<file path="config.mk">
export PLATFORM = sky130hd
export DESIGN_NAME = fifo_param_sync_flat
export DESIGN_NICKNAME = d
export VERILOG_FILES = /design/src/rtl/fifo_param_sync_pkg.sv /design/src/rtl/fifo_param_sync_if.sv /design/src/rtl/fifo_param_sync_ram.sv /design/src/rtl/fifo_param_sync.sv /design/src/flat_wrapper.sv
export SDC_FILE = /design/constraint.sdc
export NUM_CORES = 1
export LEC_CHECK = 0
export CORE_MARGIN = 2
export CORE_UTILIZATION = 65
export DETAILED_ROUTE_END_ITERATION = 10
export DONT_BUFFER_PORTS = 1
export PLACE_DENSITY = 0.89
export REMOVE_ABC_BUFFERS = 1
export SETUP_SLACK_MARGIN = 0.3
export SYNTH_ARGS = -nofsm -noshare
export SYNTH_HDL_FRONTEND = slang
export SYNTH_SLANG_ARGS = --single-unit
</file>
<file path="constraint.sdc">
create_clock -name clk -period 3.8 [get_ports clk]
set_input_delay 0.76 -clock clk [delete_from_list [all_inputs] [get_ports clk]]
set_output_delay 0.76 -clock clk [all_outputs]
set_load 0.005 [all_outputs]
</file>
<file path="src/rtl/fifo_param_sync_pkg.sv">
// Shared configuration for the parametrised FIFO: default sizes, pointer width and parameter legality.
package fifo_cfg_pkg;

  localparam int DEF_DATA_W = 8;
  localparam int DEF_DEPTH  = 16;

  function automatic int ptr_w(input int depth);
    return $clog2(depth);
  endfunction

  // Legal when DEPTH is a power of two >= 4 and both thresholds are inside the occupancy range.
  function automatic bit cfg_ok(input int data_w, input int depth, input int af_level, input int ae_level);
    return (data_w >= 1) && (depth >= 4) && ((depth & (depth - 1)) == 0) &&
           (af_level >= 1) && (af_level <= depth) &&
           (ae_level >= 0) && (ae_level <= depth - 1);
  endfunction

endpackage

</file>
<file path="src/rtl/fifo_param_sync_if.sv">
// Producer/consumer-side bundle of the FIFO: master drives requests, slave is the FIFO itself.
interface fifo_param_sync_if
  import fifo_cfg_pkg::*;
#(
  parameter int DATA_W = DEF_DATA_W,
  parameter int DEPTH  = DEF_DEPTH
);
  logic                     clr;
  logic                     wr_en;
  logic [DATA_W-1:0]        wr_data;
  logic                     rd_en;
  logic [DATA_W-1:0]        rd_data;
  logic                     full;
  logic                     empty;
  logic                     almost_full;
  logic                     almost_empty;
  logic [$clog2(DEPTH):0]   count;
  logic                     overflow;
  logic                     underflow;

  modport master (
    output clr, wr_en, wr_data, rd_en,
    input  rd_data, full, empty, almost_full, almost_empty, count, overflow, underflow
  );

  modport slave (
    input  clr, wr_en, wr_data, rd_en,
    output rd_data, full, empty, almost_full, almost_empty, count, overflow, underflow
  );
endinterface

</file>
<file path="src/rtl/fifo_param_sync_ram.sv">
// FIFO storage: one synchronous write port, one asynchronous read port; contents are never reset.
module fifo_ram
  import fifo_cfg_pkg::*;
#(
  parameter int DATA_W = DEF_DATA_W,
  parameter int DEPTH  = DEF_DEPTH,
  parameter int AW     = $clog2(DEPTH)
) (
  input  logic              clk,
  input  logic              we,
  input  logic [AW-1:0]     waddr,
  input  logic [DATA_W-1:0] wdata,
  input  logic [AW-1:0]     raddr,
  output logic [DATA_W-1:0] rdata
);
  logic [DATA_W-1:0] mem_r [DEPTH];

  // Write port
  always_ff @(posedge clk) begin
    if (we) begin
      mem_r[waddr] <= wdata;
    end
  end

  assign rdata = mem_r[raddr];
endmodule

</file>
<file path="src/rtl/fifo_param_sync.sv">
// Parametrised single-clock FIFO: pointers, occupancy, flags and read-mode logic around fifo_ram.
module fifo_param_sync
  import fifo_cfg_pkg::*;
#(
  parameter int DATA_W   = DEF_DATA_W,
  parameter int DEPTH    = DEF_DEPTH,
  parameter int AF_LEVEL = DEPTH - 2,
  parameter int AE_LEVEL = 2,
  parameter bit FWFT     = 1'b0
) (
  input logic              clk,
  input logic              rst_n,
  fifo_param_sync_if.slave bus
);
  localparam int PTR_W = ptr_w(DEPTH);
  localparam int CNT_W = PTR_W + 1;
  localparam logic [CNT_W-1:0] CNT_ZERO = CNT_W'(0);
  localparam logic [CNT_W-1:0] CNT_ONE  = CNT_W'(1);
  localparam logic [CNT_W-1:0] CNT_FULL = CNT_W'(DEPTH);
  localparam logic [CNT_W-1:0] CNT_AF   = CNT_W'(AF_LEVEL);
  localparam logic [CNT_W-1:0] CNT_AE   = CNT_W'(AE_LEVEL);
  localparam logic [PTR_W-1:0] PTR_ZERO = PTR_W'(0);
  localparam logic [PTR_W-1:0] PTR_ONE  = PTR_W'(1);

  if (!cfg_ok(DATA_W, DEPTH, AF_LEVEL, AE_LEVEL)) begin : g_cfg_err
    $error("fifo_param_sync: illegal DATA_W/DEPTH/AF_LEVEL/AE_LEVEL combination");
  end

  logic [PTR_W-1:0]  wr_ptr_r, rd_ptr_r;
  logic [CNT_W-1:0]  count_r, count_nxt_s;
  logic              full_r, empty_r, af_r, ae_r, ovf_r, unf_r;
  logic              wr_acc_s, rd_acc_s;
  logic [DATA_W-1:0] ram_rd_s;

  // Acceptance uses the registered flags; clr masks both requests.
  always_comb begin
    wr_acc_s    = bus.wr_en & ~full_r & ~bus.clr;
    rd_acc_s    = bus.rd_en & ~empty_r & ~bus.clr;
    count_nxt_s = count_r;
    if (bus.clr) begin
      count_nxt_s = CNT_ZERO;
    end else if (wr_acc_s & ~rd_acc_s) begin
      count_nxt_s = count_r + CNT_ONE;
    end else if (rd_acc_s & ~wr_acc_s) begin
      count_nxt_s = count_r - CNT_ONE;
    end else begin
      count_nxt_s = count_r;
    end
  end

  // Pointer advance; natural wrap at DEPTH
  always_ff @(posedge clk or negedge rst_n) begin
    if (!rst_n) begin
      wr_ptr_r <= PTR_ZERO;
      rd_ptr_r <= PTR_ZERO;
    end else if (bus.clr) begin
      wr_ptr_r <= PTR_ZERO;
      rd_ptr_r <= PTR_ZERO;
    end else begin
      wr_ptr_r <= wr_acc_s ? wr_ptr_r + PTR_ONE : wr_ptr_r;
      rd_ptr_r <= rd_acc_s ? rd_ptr_r + PTR_ONE : rd_ptr_r;
    end
  end

  // Occupancy and flags, derived from next count so they move with the accepted operation
  always_ff @(posedge clk or negedge rst_n) begin
    if (!rst_n) begin
      count_r <= CNT_ZERO;
      full_r  <= 1'b0;
      empty_r <= 1'b1;
      af_r    <= 1'b0;
      ae_r    <= 1'b1;
      ovf_r   <= 1'b0;
      unf_r   <= 1'b0;
    end else begin
      count_r <= count_nxt_s;
      full_r  <= (count_nxt_s == CNT_FULL);
      empty_r <= (count_nxt_s == CNT_ZERO);
      af_r    <= (count_nxt_s >= CNT_AF);
      ae_r    <= (count_nxt_s <= CNT_AE);
      ovf_r   <= bus.wr_en & full_r & ~bus.clr;
      unf_r   <= bus.rd_en & empty_r & ~bus.clr;
    end
  end

  fifo_ram #(
    .DATA_W (DATA_W),
    .DEPTH  (DEPTH),
    .AW     (PTR_W)
  ) u_ram (
    .clk   (clk),
    .we    (wr_acc_s),
    .waddr (wr_ptr_r),
    .wdata (bus.wr_data),
    .raddr (rd_ptr_r),
    .rdata (ram_rd_s)
  );

  if (FWFT) begin : g_fwft
    assign bus.rd_data = ram_rd_s;
  end else begin : g_std
    logic [DATA_W-1:0] rd_data_r;

    // Registered read: load the head on an accepted read, otherwise hold
    always_ff @(posedge clk or negedge rst_n) begin
      if (!rst_n) begin
        rd_data_r <= {DATA_W{1'b0}};
      end else if (rd_acc_s) begin
        rd_data_r <= ram_rd_s;
      end else begin
        rd_data_r <= rd_data_r;
      end
    end

    assign bus.rd_data = rd_data_r;
  end

  assign bus.count        = count_r;
  assign bus.full         = full_r;
  assign bus.empty        = empty_r;
  assign bus.almost_full  = af_r;
  assign bus.almost_empty = ae_r;
  assign bus.overflow     = ovf_r;
  assign bus.underflow    = unf_r;
endmodule

</file>
<file path="src/flat_wrapper.sv">
// flat-port wrapper written by rule: the top's interface ports become plain ports
module fifo_param_sync_flat import fifo_cfg_pkg::*;
#(
  parameter int DATA_W   = DEF_DATA_W,
  parameter int DEPTH    = DEF_DEPTH,
  parameter int AF_LEVEL = DEPTH - 2,
  parameter int AE_LEVEL = 2,
  parameter bit FWFT     = 1'b0
)
  (clk, rst_n, bus_clr, bus_wr_en, bus_wr_data, bus_rd_en, bus_rd_data, bus_full, bus_empty, bus_almost_full, bus_almost_empty, bus_count, bus_overflow, bus_underflow);
  fifo_param_sync_if #(.DATA_W(DATA_W), .DEPTH(DEPTH)) bus_i ();
  input logic clk;
  input logic rst_n;
  input wire logic [$bits(bus_i.clr)-1:0] bus_clr;
  input wire logic [$bits(bus_i.wr_en)-1:0] bus_wr_en;
  input wire logic [$bits(bus_i.wr_data)-1:0] bus_wr_data;
  input wire logic [$bits(bus_i.rd_en)-1:0] bus_rd_en;
  output wire logic [$bits(bus_i.rd_data)-1:0] bus_rd_data;
  output wire logic [$bits(bus_i.full)-1:0] bus_full;
  output wire logic [$bits(bus_i.empty)-1:0] bus_empty;
  output wire logic [$bits(bus_i.almost_full)-1:0] bus_almost_full;
  output wire logic [$bits(bus_i.almost_empty)-1:0] bus_almost_empty;
  output wire logic [$bits(bus_i.count)-1:0] bus_count;
  output wire logic [$bits(bus_i.overflow)-1:0] bus_overflow;
  output wire logic [$bits(bus_i.underflow)-1:0] bus_underflow;
  assign bus_i.clr = bus_clr;
  assign bus_i.wr_en = bus_wr_en;
  assign bus_i.wr_data = bus_wr_data;
  assign bus_i.rd_en = bus_rd_en;
  assign bus_rd_data = bus_i.rd_data;
  assign bus_full = bus_i.full;
  assign bus_empty = bus_i.empty;
  assign bus_almost_full = bus_i.almost_full;
  assign bus_almost_empty = bus_i.almost_empty;
  assign bus_count = bus_i.count;
  assign bus_overflow = bus_i.overflow;
  assign bus_underflow = bus_i.underflow;
  fifo_param_sync #(.DATA_W(DATA_W), .DEPTH(DEPTH), .AF_LEVEL(AF_LEVEL), .AE_LEVEL(AE_LEVEL), .FWFT(FWFT)) u_core (.clk(clk), .rst_n(rst_n), .bus(bus_i));
endmodule
</file>
# Word-level counts from Yosys, hierarchy flattened
# Memories as Yosys holds them, arrays and structs flattened. A register that Yosys moved wholly into a read port is not among the register bits.
# Cells that the tools add are included.
# word_totals
regBits	19
wordCells	45
ramBits	128
memories	1
output_inout_bits	19
input_bits	13
# memory_table
name	words	width	read_ports	rd_ports_with_merged_regs	wr	line_no	rtl
u_core.u_ram.mem_r	16	8	1	1	1	fifo_param_sync_ram.sv:16	logic [DATA_W-1:0] mem_r [DEPTH];
# classes
n_reduce_logical	4
eq_ne	1
muxes	9
addsub	4
magnitude_cmp	2
bitwise_logic	15
# ops
operator	n
4-bit 2-to-1 mux	4
5-bit 2-to-1 mux	3
1-bit AND	10
4-bit by 1-bit adder with 4-bit output (second input constant)	2
5-bit by 1-bit adder with 5-bit output (second input constant)	1
5-bit == test (second input constant)	1
5-bit by 4-bit greater-or-equal comparator with 1-bit output (second input constant)	1
5-bit by 2-bit less-or-equal comparator with 1-bit output (second input constant)	1
5-bit zero test	1
1-bit inverter	5
5-bit by 1-bit subtractor with 5-bit output (second input constant)	1
2-bit nonzero test	2
1-bit 2-to-1 mux	2
1-bit zero test	1

# Logic depth before layout (Yosys ltp)
# logic_depth
depth_word	9
depth_mapped	7
depth_no_buf	6

# Hierarchy
# From an unflattened synthesis, not the netlist that was laid out.
# hier_totals
hier_cells	339
area_unflattened_um2	6331.1
# by_module_without_submodules
mod	n_inst	seq_area_each_um2	area_per_inst_um2	cells_per_inst
fifo_ram	1	3843.7	4987.3	221
fifo_param_sync	1	678.2	1343.8	118

# Worst setup path before layout
# Ideal clock, no wire load.
# synth_timing
kind	input -> register
startpoint	in bus_clr
endpoint	mem u_core.u_ram.mem_r[0][0] (netlist bit) (enable)
required_time_ns	3.417
setup_slack_ns	1.527
cell_stages	4
setup_time_ns	0.383
t_arrival_ns	1.890
path_buffers	1
cell_sequence	buf_6 nor3b_2 nand2_1 nor3_1
# synth_via
elab_chain_len	4
# synth_lines
item	line_no	rtl
start, declared	flat_wrapper.sv:14	input wire logic [$bits(bus_i.clr)-1:0] bus_clr;
1-bit inverter	fifo_param_sync.sv:37	wr_acc_s = bus.wr_en & ~full_r & ~bus.clr;
1-bit AND	fifo_param_sync.sv:37	
1-bit 2-to-1 mux	fifo_param_sync_ram.sv:20	if (we) begin
1-bit 2-to-1 mux (implied by the code)	fifo_param_sync_ram.sv:21	mem_r[waddr] <= wdata;
end, declared	fifo_param_sync_ram.sv:16	
# Every way passes these cells.

# Worst setup path after layout
# layout_timing
startpoint	reg u_core.full_r (netlist: u_core.bus.full)
endpoint	mem u_core.u_ram.mem_r[2][0] (netlist bit) (enable)
# layout_via
elab_chain_len	5
# layout_lines
item	line_no	rtl
start, declared	fifo_param_sync.sv:31	logic full_r, empty_r, af_r, ae_r, ovf_r, unf_r;
start signal, assigned	fifo_param_sync.sv:77	full_r <= (count_nxt_s == CNT_FULL);
1-bit inverter	fifo_param_sync.sv:37	
1-bit AND (2 in series)	fifo_param_sync.sv:37	
1-bit 2-to-1 mux	fifo_param_sync_ram.sv:20	
1-bit 2-to-1 mux (implied by the code)	fifo_param_sync_ram.sv:21	
# Every way passes these cells.

==> metrics <==
Num CTS Buffers 17; actual slew at the worst max-slew pin between 1 and 1.5 ns; placed cell count just under 500; routed len/inst around 25 um; minimum clock period 2.418 ns; Placer Congestion between 0.8 and 0.9; final setup fails 0; flops & latches, synth ~160; area grow syn2layout 10.29%; Post-synth ARST share 0.1742; Pwr Density a little under 600 nW/um^2; CTS Root Cell clkbuf_8; CTS clk-pin slew, worst paths roughly 0.070 ns; core area between 9000 and 10000 sq um; TritonCTS Sinks about 160; drt pass-1 iters 5; CTS tree yes; Die Wd 102.4 um; HPWL Detailed 7865 um; CP Launch Type register; GRT overflow 0; clk buf depth 2; Worst EP arrival 2.56 ns; Setup TNS Final 0 ns; clk_lat worst skew about 0.53 ns; post-route ant nets 0; layout cell share with drive strength beyond 1 0.1576; flop2flop setup slack 1.38 ns; first-pass GRT wire length just under 20000 um; Max-cap violations 0; # resized after CTS 0; via count roughly 3400; Slew HR 0.09792; vias in the first global route 3389; gr usage total 0.2689; vias per cell ~6.5; row cnt 35; Die ar. roughly 10000 sq um; RSZ-0062 raised after global routing no; Worst Path Required between 3 and 4 ns; antenna violations before repair 0; EDFF count, synth about 130; Worst Setup End Kind register; final std cells w/o fill roughly 520; Synth Flop Type edfxtp_1; Hold Violations, Final 0; Design Power a little over 4 mW; post-synthesis sequential area ratio 0.7192; CTS HTree Levels 4; Peak VDD IR around 0.00058 V; largest net degree at the start of global routing 32; max-slew violations 0; Pleak roughly 2.3 nW; CP Class reg -> reg; Final Cycle Share 0.6363; reg2reg path depth 3; clock skew roughly 0.012 ns; worst r2r src u_core.bus.full; Post-Synthesis Cells 371; Final #Nets a little under 400; Mapped Area about 6300 sq um; boundary pin count 32; worst r2r dst u_core.u_ram.mem_r[2][0]; Synth warnings 0; die height slightly above 100 um; Post-Route WL approximately 13000 um; CP max FO 8; Tightest Hold Check Type in -> async; outcome finished clean; antenna diode count 0; f_max about 410 MHz; Avg Cell Area, Syn 16.95 sq um; library cells used by synthesis between 40 and 50; initial core utilization 0.6740; number of DRC markers in iteration 0 about 380; IO buf count 0; drc violations 0
how the worst max path moves through the flow:
stage / from / slack, ns / cells past startpoint / endpoint
after floorplan: u_core.rd_ptr_r[1] / 0.74 / 4 / u_core.bus.rd_data[6]
after global placement: bus_clr / 1.27 / 3 / u_core.u_ram.mem_r[0][5]
after detailed placement: bus_clr / 1.17 / 3 / u_core.u_ram.mem_r[2][5]
after CTS: u_core.rd_ptr_r[1] / 1.38 / 5 / u_core.bus.rd_data[4]
after global routing: u_core.bus.empty / 1.19 / 5 / u_core.bus.rd_data[4]
final: u_core.bus.full / 1.38 / 3 / u_core.u_ram.mem_r[2][0]
critical path, stage by stage (launching register included):
cell and delay [ns]:
dfrtp_1 0.46, nor3b_2 0.36, nand2_1 0.17, nor3_1 1.04
through the flow:
| step | hold slack (ns) | area, sq um | util | setup WS, ns |
|---|---|---|---|---|
| after floorplan | 0.4644 | 6195 | - | 0.7380 |
| after global placement | 0.4649 | 6365 | 0.6824 | 1.274 |
| after detailed placement | 0.4649 | 6365 | 0.6824 | 1.165 |
| after CTS | 0.02468 | 6934 | 0.7434 | 1.381 |
| after global routing | 0.03197 | 6934 | 0.7434 | 1.190 |
| final | 0.03806 | 6934 | 0.7434 | 1.382 |
repair_timing:
action	CTS	global route
hold buffers	1	0
buffers inserted	0	0
hold endpoints to repair	25	0
sequential cells by signal, indices dropped and copies added, names as in the netlist:
register and flops:
u_core.bus.count 5, u_core.bus.almost_full 1, u_core.bus.full 1, u_core.rd_ptr_r 4, u_core.bus.underflow 1, u_core.bus.empty 1, u_core.bus.overflow 1, u_core.bus.rd_data 8
u_core.wr_ptr_r 4, u_core.u_ram.mem_r 128, u_core.bus.almost_empty 1
kinds of logic after synthesis:
| family | Yosys count | synth area share |
|---|---|---|
| compound gates | 45 | 0.05174 |
| flops | 155 | 0.7192 |
| buf+inv | 23 | 0.01771 |
| simple gates | 76 | 0.06249 |
| mux | 58 | 0.1252 |
| xor+xnor | 7 | 0.009751 |
| fa+ha+maj | 7 | 0.01393 |
synth_stat cells (3+ instances only):
library cell | count | area (sq um)
mux2i_1 | 39 | 390.4
nand2b_1 | 3 | 18.77
nand2_1 | 17 | 63.81
ha_1 | 7 | 87.58
xor2_1 | 4 | 35.03
a32oi_1 | 8 | 70.07
xnor2_1 | 3 | 26.28
and3_1 | 3 | 18.77
nor2b_1 | 4 | 25.02
nor4_1 | 3 | 18.77
a22oi_1 | 17 | 127.6
dfrtp_1 | 25 | 625.6
buf_2 | 8 | 40.04
a21oi_1 | 5 | 25.02
clkbuf_1 | 5 | 18.77
nand3_1 | 3 | 15.01
edfxtp_1 | 128 | 3844
nor2_1 | 26 | 97.59
mux4_2 | 16 | 360.4
inv_1 | 5 | 18.77
nand4_1 | 3 | 18.77
o21ai_0 | 8 | 40.04
nor3_1 | 7 | 35.03
routing by layer:
metal / share of wire / global-route usage / vias to the layer above / routed length [um]
li1: - / - / 1464 / -
met1: 0.39 / 0.3615 / 1694 / 4956
met3: 0.081 / 0.06840 / 33 / 1028
met4: 0.034 / 0.1303 / 0 / 439
met2: 0.50 / 0.4180 / 184 / 6314
met5: 0 / 0 / - / 0
cell usage in the layout (no fill, tap or decap), types with 4 or more instances in the layout:
cell type	n
a21oi_1	5
a22oi_1	17
a32oi_1	8
clkbuf_16	16
clkinvlp_4	4
dfrtp_1	24
edfxtp_1	128
ha_1	7
inv_1	5
inv_6	6
mux2i_1	39
mux4_2	16
nand2_1	17
nor2_1	26
nor2b_1	4
nor3_1	7
o21ai_0	8
xor2_1	4
report_power, final:
group	internal [mW]	leakage [nW]	switching (mW)	total (mW)
combinational	0.194	0.497	0.247	0.440
sequential	1.94	1.50	0.127	2.06
clock	0.854	0.261	0.700	1.55
layout make-up:
class                           count  area (sq um)
Inverter                            5         18.77
Clock buffer                       19         441.7
Timing Repair Buffer                2         27.53
Fill cell                         530          2394
Sequential cell                   155          4523
Clock inverter                     13         107.6
Multi-Input combinational cell    193          1654
Tap cell                          129         161.4
(Power assumes the default switching activity.)
